## config.mk

```make
export PLATFORM = sky130hd
export DESIGN_NAME = ssram_port_arbiter_flat
export DESIGN_NICKNAME = d
export VERILOG_FILES = /design/src/rtl/ssram_port_arbiter_pkg.sv /design/src/rtl/ssram_port_arbiter_if.sv /design/src/rtl/ssram_port_arbiter_sat_counter.sv /design/src/rtl/ssram_port_arbiter.sv /design/src/flat_wrapper.sv
export SDC_FILE = /design/constraint.sdc
export NUM_CORES = 1
export LEC_CHECK = 0
export CAP_MARGIN = 20
export CORE_MARGIN = 3
export CORE_UTILIZATION = 29
export CTS_CLUSTER_SIZE = 10
export DETAILED_ROUTE_END_ITERATION = 12
export GPL_ROUTABILITY_DRIVEN = 0
export PLACE_DENSITY = 0.78
export SKIP_LAST_GASP = 1
export SYNTH_ARGS = -nofsm -noshare
export SYNTH_HDL_FRONTEND = slang
export SYNTH_SLANG_ARGS = --single-unit
```

## constraint.sdc

```tcl
create_clock -name HCLK -period 1.6 [get_ports HCLK]
set_input_delay 0.16 -clock HCLK [delete_from_list [all_inputs] [get_ports HCLK]]
set_output_delay 0.16 -clock HCLK [all_outputs]
set_load 0.02 [all_outputs]
```

## src/rtl/ssram_port_arbiter_pkg.sv

```systemverilog
// Shared definitions for the SSRAM port arbiter: data width, owner encoding
// used by the exclusivity check, and the write payload routed to the macro.
package ssram_port_arbiter_pkg;

    localparam int unsigned SSRAM_DW = 32;
    localparam int unsigned SSRAM_BW = SSRAM_DW / 8;

    // Owner encoding of the macro in a given cycle
    localparam bit SSRAM_PORT_AHB = 1'b0;
    localparam bit SSRAM_PORT_AUX = 1'b1;

    // Write-side payload presented to the macro by either port
    typedef struct packed {
        logic                we;
        logic [SSRAM_BW-1:0] wbe;
        logic [SSRAM_DW-1:0] wdata;
    } ssram_wr_t;

    // Byte enables only reach the macro on writes
    function automatic logic [SSRAM_BW-1:0] gate_wbe(input logic we,
                                                     input logic [SSRAM_BW-1:0] wb);
        return we ? wb : '0;
    endfunction

endpackage

```

## src/rtl/ssram_port_arbiter_if.sv

```systemverilog
// Bundle of bridge, aux requester, statistics and macro signals around the
// arbiter. slave = arbiter view, master = surrounding environment view.
interface ssram_port_arbiter_if
    import ssram_port_arbiter_pkg::*;
#(
    parameter int unsigned AW = 12,
    parameter int unsigned CW = 16
);
    // bridge port
    logic [AW-1:0]       ahb_sram_addr;
    logic                ahb_sram_en;
    logic [SSRAM_BW-1:0] ahb_sram_enb;
    logic [SSRAM_BW-1:0] ahb_sram_wb;
    logic                ahb_sram_we;
    logic [SSRAM_DW-1:0] ahb_sram_din;
    logic [SSRAM_DW-1:0] sram_ahb_dout;
    // aux port
    logic                aux_req;
    logic                aux_we;
    logic [AW-1:0]       aux_addr;
    logic [SSRAM_BW-1:0] aux_wb;
    logic [SSRAM_DW-1:0] aux_wdata;
    logic                aux_gnt;
    logic                aux_rvalid;
    logic [SSRAM_DW-1:0] aux_rdata;
    // statistics
    logic                stat_clr;
    logic [CW-1:0]       stat_conflicts;
    // macro
    logic                mem_cs;
    logic                mem_we;
    logic [SSRAM_BW-1:0] mem_wbe;
    logic [AW-1:0]       mem_addr;
    logic [SSRAM_DW-1:0] mem_wdata;
    logic [SSRAM_DW-1:0] mem_rdata;

    modport slave (
        input  ahb_sram_addr, ahb_sram_en, ahb_sram_enb, ahb_sram_wb,
               ahb_sram_we, ahb_sram_din,
        output sram_ahb_dout,
        input  aux_req, aux_we, aux_addr, aux_wb, aux_wdata,
        output aux_gnt, aux_rvalid, aux_rdata,
        input  stat_clr,
        output stat_conflicts,
        output mem_cs, mem_we, mem_wbe, mem_addr, mem_wdata,
        input  mem_rdata
    );

    modport master (
        output ahb_sram_addr, ahb_sram_en, ahb_sram_enb, ahb_sram_wb,
               ahb_sram_we, ahb_sram_din,
        input  sram_ahb_dout,
        output aux_req, aux_we, aux_addr, aux_wb, aux_wdata,
        input  aux_gnt, aux_rvalid, aux_rdata,
        output stat_clr,
        input  stat_conflicts,
        input  mem_cs, mem_we, mem_wbe, mem_addr, mem_wdata,
        output mem_rdata
    );

endinterface

```

## src/rtl/ssram_port_arbiter_sat_counter.sv

```systemverilog
// Saturating event counter with synchronous clear (clear wins over increment).
// Ports: HCLK, HRESETn, inc (count this cycle), clr (zero next cycle), cnt.
module ssram_port_arbiter_sat_counter #(
    parameter int unsigned W = 16
) (
    input  logic         HCLK,
    input  logic         HRESETn,
    input  logic         inc,
    input  logic         clr,
    output logic [W-1:0] cnt
);

    logic [W-1:0] cnt_nxt_c;

    // next count: clear, saturating increment, or hold
    always_comb begin
        cnt_nxt_c = cnt;
        if (clr) begin
            cnt_nxt_c = '0;
        end else if (inc && (cnt != '1)) begin
            cnt_nxt_c = cnt + W'(1);
        end
    end

    always_ff @(posedge HCLK or negedge HRESETn) begin
        if (!HRESETn) begin
            cnt <= '0;
        end else begin
            cnt <= cnt_nxt_c;
        end
    end

endmodule

```

## src/rtl/ssram_port_arbiter.sv

```systemverilog
// Shares one single-port SSRAM macro between the AHB bridge (absolute
// priority, never stalled) and an aux req/gnt requester with one-cycle read
// return. Counts cycles where aux was blocked by the bridge.
// Ports: HCLK, HRESETn, bus (slave view: bridge, aux, stat and macro sides).
module ssram_port_arbiter
    import ssram_port_arbiter_pkg::*;
#(
    parameter int unsigned AW = 12,
    parameter int unsigned CW = 16
) (
    input  logic                HCLK,
    input  logic                HRESETn,
    ssram_port_arbiter_if.slave bus
);

    logic                ahb_win_c;
    logic                aux_gnt_c;
    logic                owner_c;
    logic                conflict_c;
    ssram_wr_t           ahb_wr_c;
    ssram_wr_t           aux_wr_c;
    ssram_wr_t           mem_wr_c;
    logic                rd_aux_r;
    logic                rd_ahb_r;
    logic [SSRAM_DW-1:0] aux_rdata_q;
    logic                unused_c;

    // arbitration: bridge always wins, aux only on idle bridge cycles
    assign ahb_win_c  = bus.ahb_sram_en;
    assign aux_gnt_c  = bus.aux_req & ~bus.ahb_sram_en;
    assign owner_c    = aux_gnt_c ? SSRAM_PORT_AUX : SSRAM_PORT_AHB;
    assign conflict_c = bus.aux_req & bus.ahb_sram_en;

    // per-port write payloads and owner select
    always_comb begin
        ahb_wr_c = '{we:    bus.ahb_sram_we,
                     wbe:   gate_wbe(bus.ahb_sram_we, bus.ahb_sram_wb),
                     wdata: bus.ahb_sram_din};
        aux_wr_c = '{we:    bus.aux_we,
                     wbe:   gate_wbe(bus.aux_we, bus.aux_wb),
                     wdata: bus.aux_wdata};
        mem_wr_c = (owner_c == SSRAM_PORT_AUX) ? aux_wr_c : ahb_wr_c;
    end

    // idle cycles leave address/data on the bridge values
    assign bus.mem_cs    = ahb_win_c | aux_gnt_c;
    assign bus.mem_we    = bus.mem_cs & mem_wr_c.we;
    assign bus.mem_wbe   = bus.mem_cs ? mem_wr_c.wbe : '0;
    assign bus.mem_addr  = (owner_c == SSRAM_PORT_AUX) ? bus.aux_addr : bus.ahb_sram_addr;
    assign bus.mem_wdata = mem_wr_c.wdata;

    // read-return tracking and aux data capture
    always_ff @(posedge HCLK or negedge HRESETn) begin
        if (!HRESETn) begin
            rd_aux_r    <= 1'b0;
            rd_ahb_r    <= 1'b0;
            aux_rdata_q <= '0;
        end else begin
            rd_aux_r <= aux_gnt_c & ~bus.aux_we;
            rd_ahb_r <= ahb_win_c & ~bus.ahb_sram_we;
            if (rd_aux_r) begin
                aux_rdata_q <= bus.mem_rdata;
            end
        end
    end

    // bridge samples macro data only in its own data phase
    assign bus.sram_ahb_dout = bus.mem_rdata;
    assign bus.aux_gnt       = aux_gnt_c;
    assign bus.aux_rvalid    = rd_aux_r;
    // live data in the return cycle, last read value afterwards
    assign bus.aux_rdata     = rd_aux_r ? bus.mem_rdata : aux_rdata_q;

    // byte lanes are implied by the strobes; bridge read tracking is observational
    assign unused_c = ^{bus.ahb_sram_enb, rd_ahb_r};

    ssram_port_arbiter_sat_counter #(.W(CW)) u_conflicts (
        .HCLK    (HCLK),
        .HRESETn (HRESETn),
        .inc     (conflict_c),
        .clr     (bus.stat_clr),
        .cnt     (bus.stat_conflicts)
    );

    // the bridge owning the macro excludes an aux grant in the same cycle
    a_single_owner: assert property (@(posedge HCLK) disable iff (!HRESETn)
        !(ahb_win_c && (owner_c == SSRAM_PORT_AUX)));

endmodule

```

## src/flat_wrapper.sv

```systemverilog
// flat-port wrapper written by rule: the top's interface ports become plain ports
module ssram_port_arbiter_flat import ssram_port_arbiter_pkg::*;
#(
    parameter int unsigned AW = 12,
    parameter int unsigned CW = 16
)
  (HCLK, HRESETn, bus_ahb_sram_addr, bus_ahb_sram_en, bus_ahb_sram_enb, bus_ahb_sram_wb, bus_ahb_sram_we, bus_ahb_sram_din, bus_sram_ahb_dout, bus_aux_req, bus_aux_we, bus_aux_addr, bus_aux_wb, bus_aux_wdata, bus_aux_gnt, bus_aux_rvalid, bus_aux_rdata, bus_stat_clr, bus_stat_conflicts, bus_mem_cs, bus_mem_we, bus_mem_wbe, bus_mem_addr, bus_mem_wdata, bus_mem_rdata);
  ssram_port_arbiter_if #(.AW(AW), .CW(CW)) bus_i ();
  input  logic HCLK;
  input  logic HRESETn;
  input wire logic [$bits(bus_i.ahb_sram_addr)-1:0] bus_ahb_sram_addr;
  input wire logic [$bits(bus_i.ahb_sram_en)-1:0] bus_ahb_sram_en;
  input wire logic [$bits(bus_i.ahb_sram_enb)-1:0] bus_ahb_sram_enb;
  input wire logic [$bits(bus_i.ahb_sram_wb)-1:0] bus_ahb_sram_wb;
  input wire logic [$bits(bus_i.ahb_sram_we)-1:0] bus_ahb_sram_we;
  input wire logic [$bits(bus_i.ahb_sram_din)-1:0] bus_ahb_sram_din;
  output wire logic [$bits(bus_i.sram_ahb_dout)-1:0] bus_sram_ahb_dout;
  input wire logic [$bits(bus_i.aux_req)-1:0] bus_aux_req;
  input wire logic [$bits(bus_i.aux_we)-1:0] bus_aux_we;
  input wire logic [$bits(bus_i.aux_addr)-1:0] bus_aux_addr;
  input wire logic [$bits(bus_i.aux_wb)-1:0] bus_aux_wb;
  input wire logic [$bits(bus_i.aux_wdata)-1:0] bus_aux_wdata;
  output wire logic [$bits(bus_i.aux_gnt)-1:0] bus_aux_gnt;
  output wire logic [$bits(bus_i.aux_rvalid)-1:0] bus_aux_rvalid;
  output wire logic [$bits(bus_i.aux_rdata)-1:0] bus_aux_rdata;
  input wire logic [$bits(bus_i.stat_clr)-1:0] bus_stat_clr;
  output wire logic [$bits(bus_i.stat_conflicts)-1:0] bus_stat_conflicts;
  output wire logic [$bits(bus_i.mem_cs)-1:0] bus_mem_cs;
  output wire logic [$bits(bus_i.mem_we)-1:0] bus_mem_we;
  output wire logic [$bits(bus_i.mem_wbe)-1:0] bus_mem_wbe;
  output wire logic [$bits(bus_i.mem_addr)-1:0] bus_mem_addr;
  output wire logic [$bits(bus_i.mem_wdata)-1:0] bus_mem_wdata;
  input wire logic [$bits(bus_i.mem_rdata)-1:0] bus_mem_rdata;
  assign bus_i.ahb_sram_addr = bus_ahb_sram_addr;
  assign bus_i.ahb_sram_en = bus_ahb_sram_en;
  assign bus_i.ahb_sram_enb = bus_ahb_sram_enb;
  assign bus_i.ahb_sram_wb = bus_ahb_sram_wb;
  assign bus_i.ahb_sram_we = bus_ahb_sram_we;
  assign bus_i.ahb_sram_din = bus_ahb_sram_din;
  assign bus_sram_ahb_dout = bus_i.sram_ahb_dout;
  assign bus_i.aux_req = bus_aux_req;
  assign bus_i.aux_we = bus_aux_we;
  assign bus_i.aux_addr = bus_aux_addr;
  assign bus_i.aux_wb = bus_aux_wb;
  assign bus_i.aux_wdata = bus_aux_wdata;
  assign bus_aux_gnt = bus_i.aux_gnt;
  assign bus_aux_rvalid = bus_i.aux_rvalid;
  assign bus_aux_rdata = bus_i.aux_rdata;
  assign bus_i.stat_clr = bus_stat_clr;
  assign bus_stat_conflicts = bus_i.stat_conflicts;
  assign bus_mem_cs = bus_i.mem_cs;
  assign bus_mem_we = bus_i.mem_we;
  assign bus_mem_wbe = bus_i.mem_wbe;
  assign bus_mem_addr = bus_i.mem_addr;
  assign bus_mem_wdata = bus_i.mem_wdata;
  assign bus_i.mem_rdata = bus_mem_rdata;
  ssram_port_arbiter #(.AW(AW), .CW(CW)) u_core (.HCLK(HCLK), .HRESETn(HRESETn), .bus(bus_i));
endmodule
```

==> qor.yml <==
run_status:
  outcome: "finished with violations"
  violations: "negative setup slack"
finish:
  final_cell_area_sq_mm: 0.00632
  num_antenna_cells: 0
  drive_above_1_share: 0.455
  area_delta_synth_final_pct: 104
  multiInputGateArea_sq_mm: 0.00174
  utilization: 0.609
  seqCellArea_sq_mm: 0.00124
  nNetsFinal: 708
  fill_cells: 878
grt:
  grt_pass1_wl_mm: 17.9
  grtUsageTotal: 0.190
  grt_max_degree: 50
  overflow: 0
  grt_pass1_vias: 3317
  antenna_found_initial: 0
setup_path:
  max_stage_delay_ns: 0.45
  worstPathArrival_ns: 1.60
  crit_path_top_delay_cell: "dfrtp_2"
  crit_family: "buffers and inverters"
  path_class: "flip-flop to primary output"
  crit_buf_inv: 2
  cp.required_ns: 1.44
  crit_path_cell_trace: "buf_6, mux2_2, dlygate4sd2_1"
  critPathCaptureType: "primary output"
  worstSetupStartpointType: "flip-flop"
  cp_max_fo: 8
floorplanning:
  core-area_sq_mm: 0.0104
  fp.dieH_um: 109
  initial_utilization: 0.299
  num_rows: 37
  dieArea_sq_mm: 0.0119
  io_pins: 271
  die_x_um: 109
clock_tree:
  clk_latency_ns: 0.30
  cts_buffer_depth: 2
  clk_pin_slew_worst_paths_ns: 0.10
  cts_tree: "yes"
  numCtsBuffers: 5
  root_buffer: "clkbuf_8"
  clock-sinks: 49
  htreeDepth: 2
synthesis:
  synth_area_sq_mm: 0.00310
  async_flop_share: 1.00
  ys_seq_area_frac: 0.396
  yosysWarnings: 0
  synth_cells: 278
  ys.flop_type: "dfrtp_1"
  synth_most_common_cell: "mux2_2"
  synth_top_area_frac: 0.396
  synth_edf_count: 0
  netlist_top_cells_area: "dfrtp_1 40%, mux2_2 29%, buf_4 8.0%, nand3_1 2.7%, nor2_1 1.5%"
  ys_seq_elements: 49
  synth_top_area_cell: "dfrtp_1"
  ys_types: 42
  syn_area_per_cell_sq_um: 11.1
  synth_common_cells: "81 x mux2_2, 49 x dfrtp_1, 33 x buf_4"
  syn_nets: 418
timing:
  worstMarginPinSlew_ns: 0.319
  skew_ns: 0.00773
  tns_ns: -2.33
  hold_violations: 0
  timing.final.crit_share: 1.10
  slew_viol_final: 0
  relSlewSlack: 0.786
  whs_ns: 0.346
  setup_violations: 24
  fin_ws_ns: -0.161
  max_freq_ghz: 0.568
  rsz0062_at_grt: "true"
  fin_crit_ns: 1.76
place:
  place_ws_ns: -0.480
  hpwl_mm: 9.77
  io_buffers: 266
  placed_area_sq_mm: 0.00599
drt:
  drtIter0Drc: 121
  antenna_left: 0
  num_vias: 3271
  dr.pass1.iters: 4
  drt-total-wl_mm: 13.0
  via_per_inst: 4.64
  post_drt_wl_per_cell_um: 18.5
  drc: 0
power_and_ir_drop:
  power_frac_comb: 0.408
  power_density_mw_per_mm2: 670
  power_switching_uw: 1320
  swShare: 0.311
  leakage_uw: 0.00289
  peakVddDrop_uv: 572
  power.internal_uw: 2920
  clkPwrFrac: 0.251
  p_seq_frac: 0.341
hold_path:
  worstHoldPathType: "primary input to async pin"
flow_run:
  maxCapViolCount: 0
layout make-up:
type	instances	area share
timing repair buffer	329	0.477
inverter	5	0.00297
tap	136	0.0269
multi-input combinational	178	0.275
clock buffer	5	0.0109
sequential	49	0.196
clock inverter	3	0.0109
per-layer routing:
| metal | track usage | share of wire | vias up |
|---|---|---|---|
| met3 | 0.0358 | 0.068 | 6 |
| li1 | - | - | 1552 |
| met5 | 0 | 0 | - |
| met4 | 0.0205 | 0.0035 | 0 |
| met1 | 0.241 | 0.39 | 1594 |
| met2 | 0.348 | 0.54 | 119 |
kinds of logic after synthesis:
group | synth area share
multiplexers | 0.303
AND/OR/NAND/NOR | 0.142
buffers and inverters | 0.110
flip-flops | 0.396
AO/OA/AOI/OAI | 0.0449
adder cells (fa/ha/maj) | 0.00404
worst min-delay path: stages:
cell and delay, ns:
dlygate4sd3_1 0.52, buf_2 0.12, buf_12 0.24
state kept, by name, summed over array words and instances, names as in the netlist:
name / cells
u_core.u_conflicts.cnt: 16
u_core.aux_rdata_q: 32
u_core.bus.aux_rvalid: 1
power by group through the flow:
stage,combinational (uW),sequential [uW],clock [uW]
floorplan,831,1470,0
global route,1840,1460,1120
global placement,1840,1460,0
CTS,1740,1440,1090
finish,1730,1440,1060
detailed placement,1870,1470,0
stage by stage:
step	power [uW]	instances
floorplan	2300	278
global placement	3300	672
detailed placement	3340	672
CTS	4270	688
global route	4420	705
finish	4230	705
worst paths after layout:
| kind | from | to | slack, ns | depth (start not counted) |
|---|---|---|---|---|
| max | u_core.bus.aux_rvalid | bus_aux_rdata[8] | -0.16 | 3 |
| min | HRESETn | u_core.u_conflicts.cnt[10] | 0.35 | 3 |
| max reg2reg | u_core.u_conflicts.cnt[9] | u_core.u_conflicts.cnt[0] | -0.02 | 5 |
| min reg2reg | u_core.aux_rdata_q[18] | u_core.aux_rdata_q[18] | 0.50 | 1 |
| max in group asynchronous | HRESETn | u_core.bus.aux_rvalid | 0.97 | 3 |
| min in group HCLK | u_core.aux_rdata_q[18] | u_core.aux_rdata_q[18] | 0.50 | 1 |
placed cells by master (no fill, tap or decap), types with 2 or more instances in the layout:
master,Yosys,routed
o21ai_0,6,5
a21oi_2,0,2
buf_2,5,16
buf_12,0,7
nand2_1,8,8
mux2_2,81,73
clkdlybuf4s15_1,0,4
nand3_4,0,4
dfrtp_2,0,11
o31ai_1,2,2
clkbuf_2,0,44
nor3_1,2,2
inv_1,5,5
nand3_1,17,15
buf_6,2,9
clkdlybuf4s50_1,0,166
dfrtp_1,49,38
dlygate4sd2_1,0,16
nor2b_1,7,7
nor4_4,1,7
bufinv_16,0,2
buf_4,33,49
nor2_1,12,12
clkbuf_8,0,5
dlymetal6s2s_1,0,9
clkdlybuf4s15_2,0,5
nand4_1,6,6
or4_4,0,2
mux2_4,1,9
what timing repair did:
item / CTS / global route
hold endpoints to repair: 49 / 0
setup endpoints to repair: 96 / 87
gates resized for setup: 176 / 139
gates cloned: 2 / 3
buffers inserted: 5 / 14
pin swaps: 3 / 10
hold buffers: 1 / 0
Note: power is estimated with default switching activity, not from simulation.
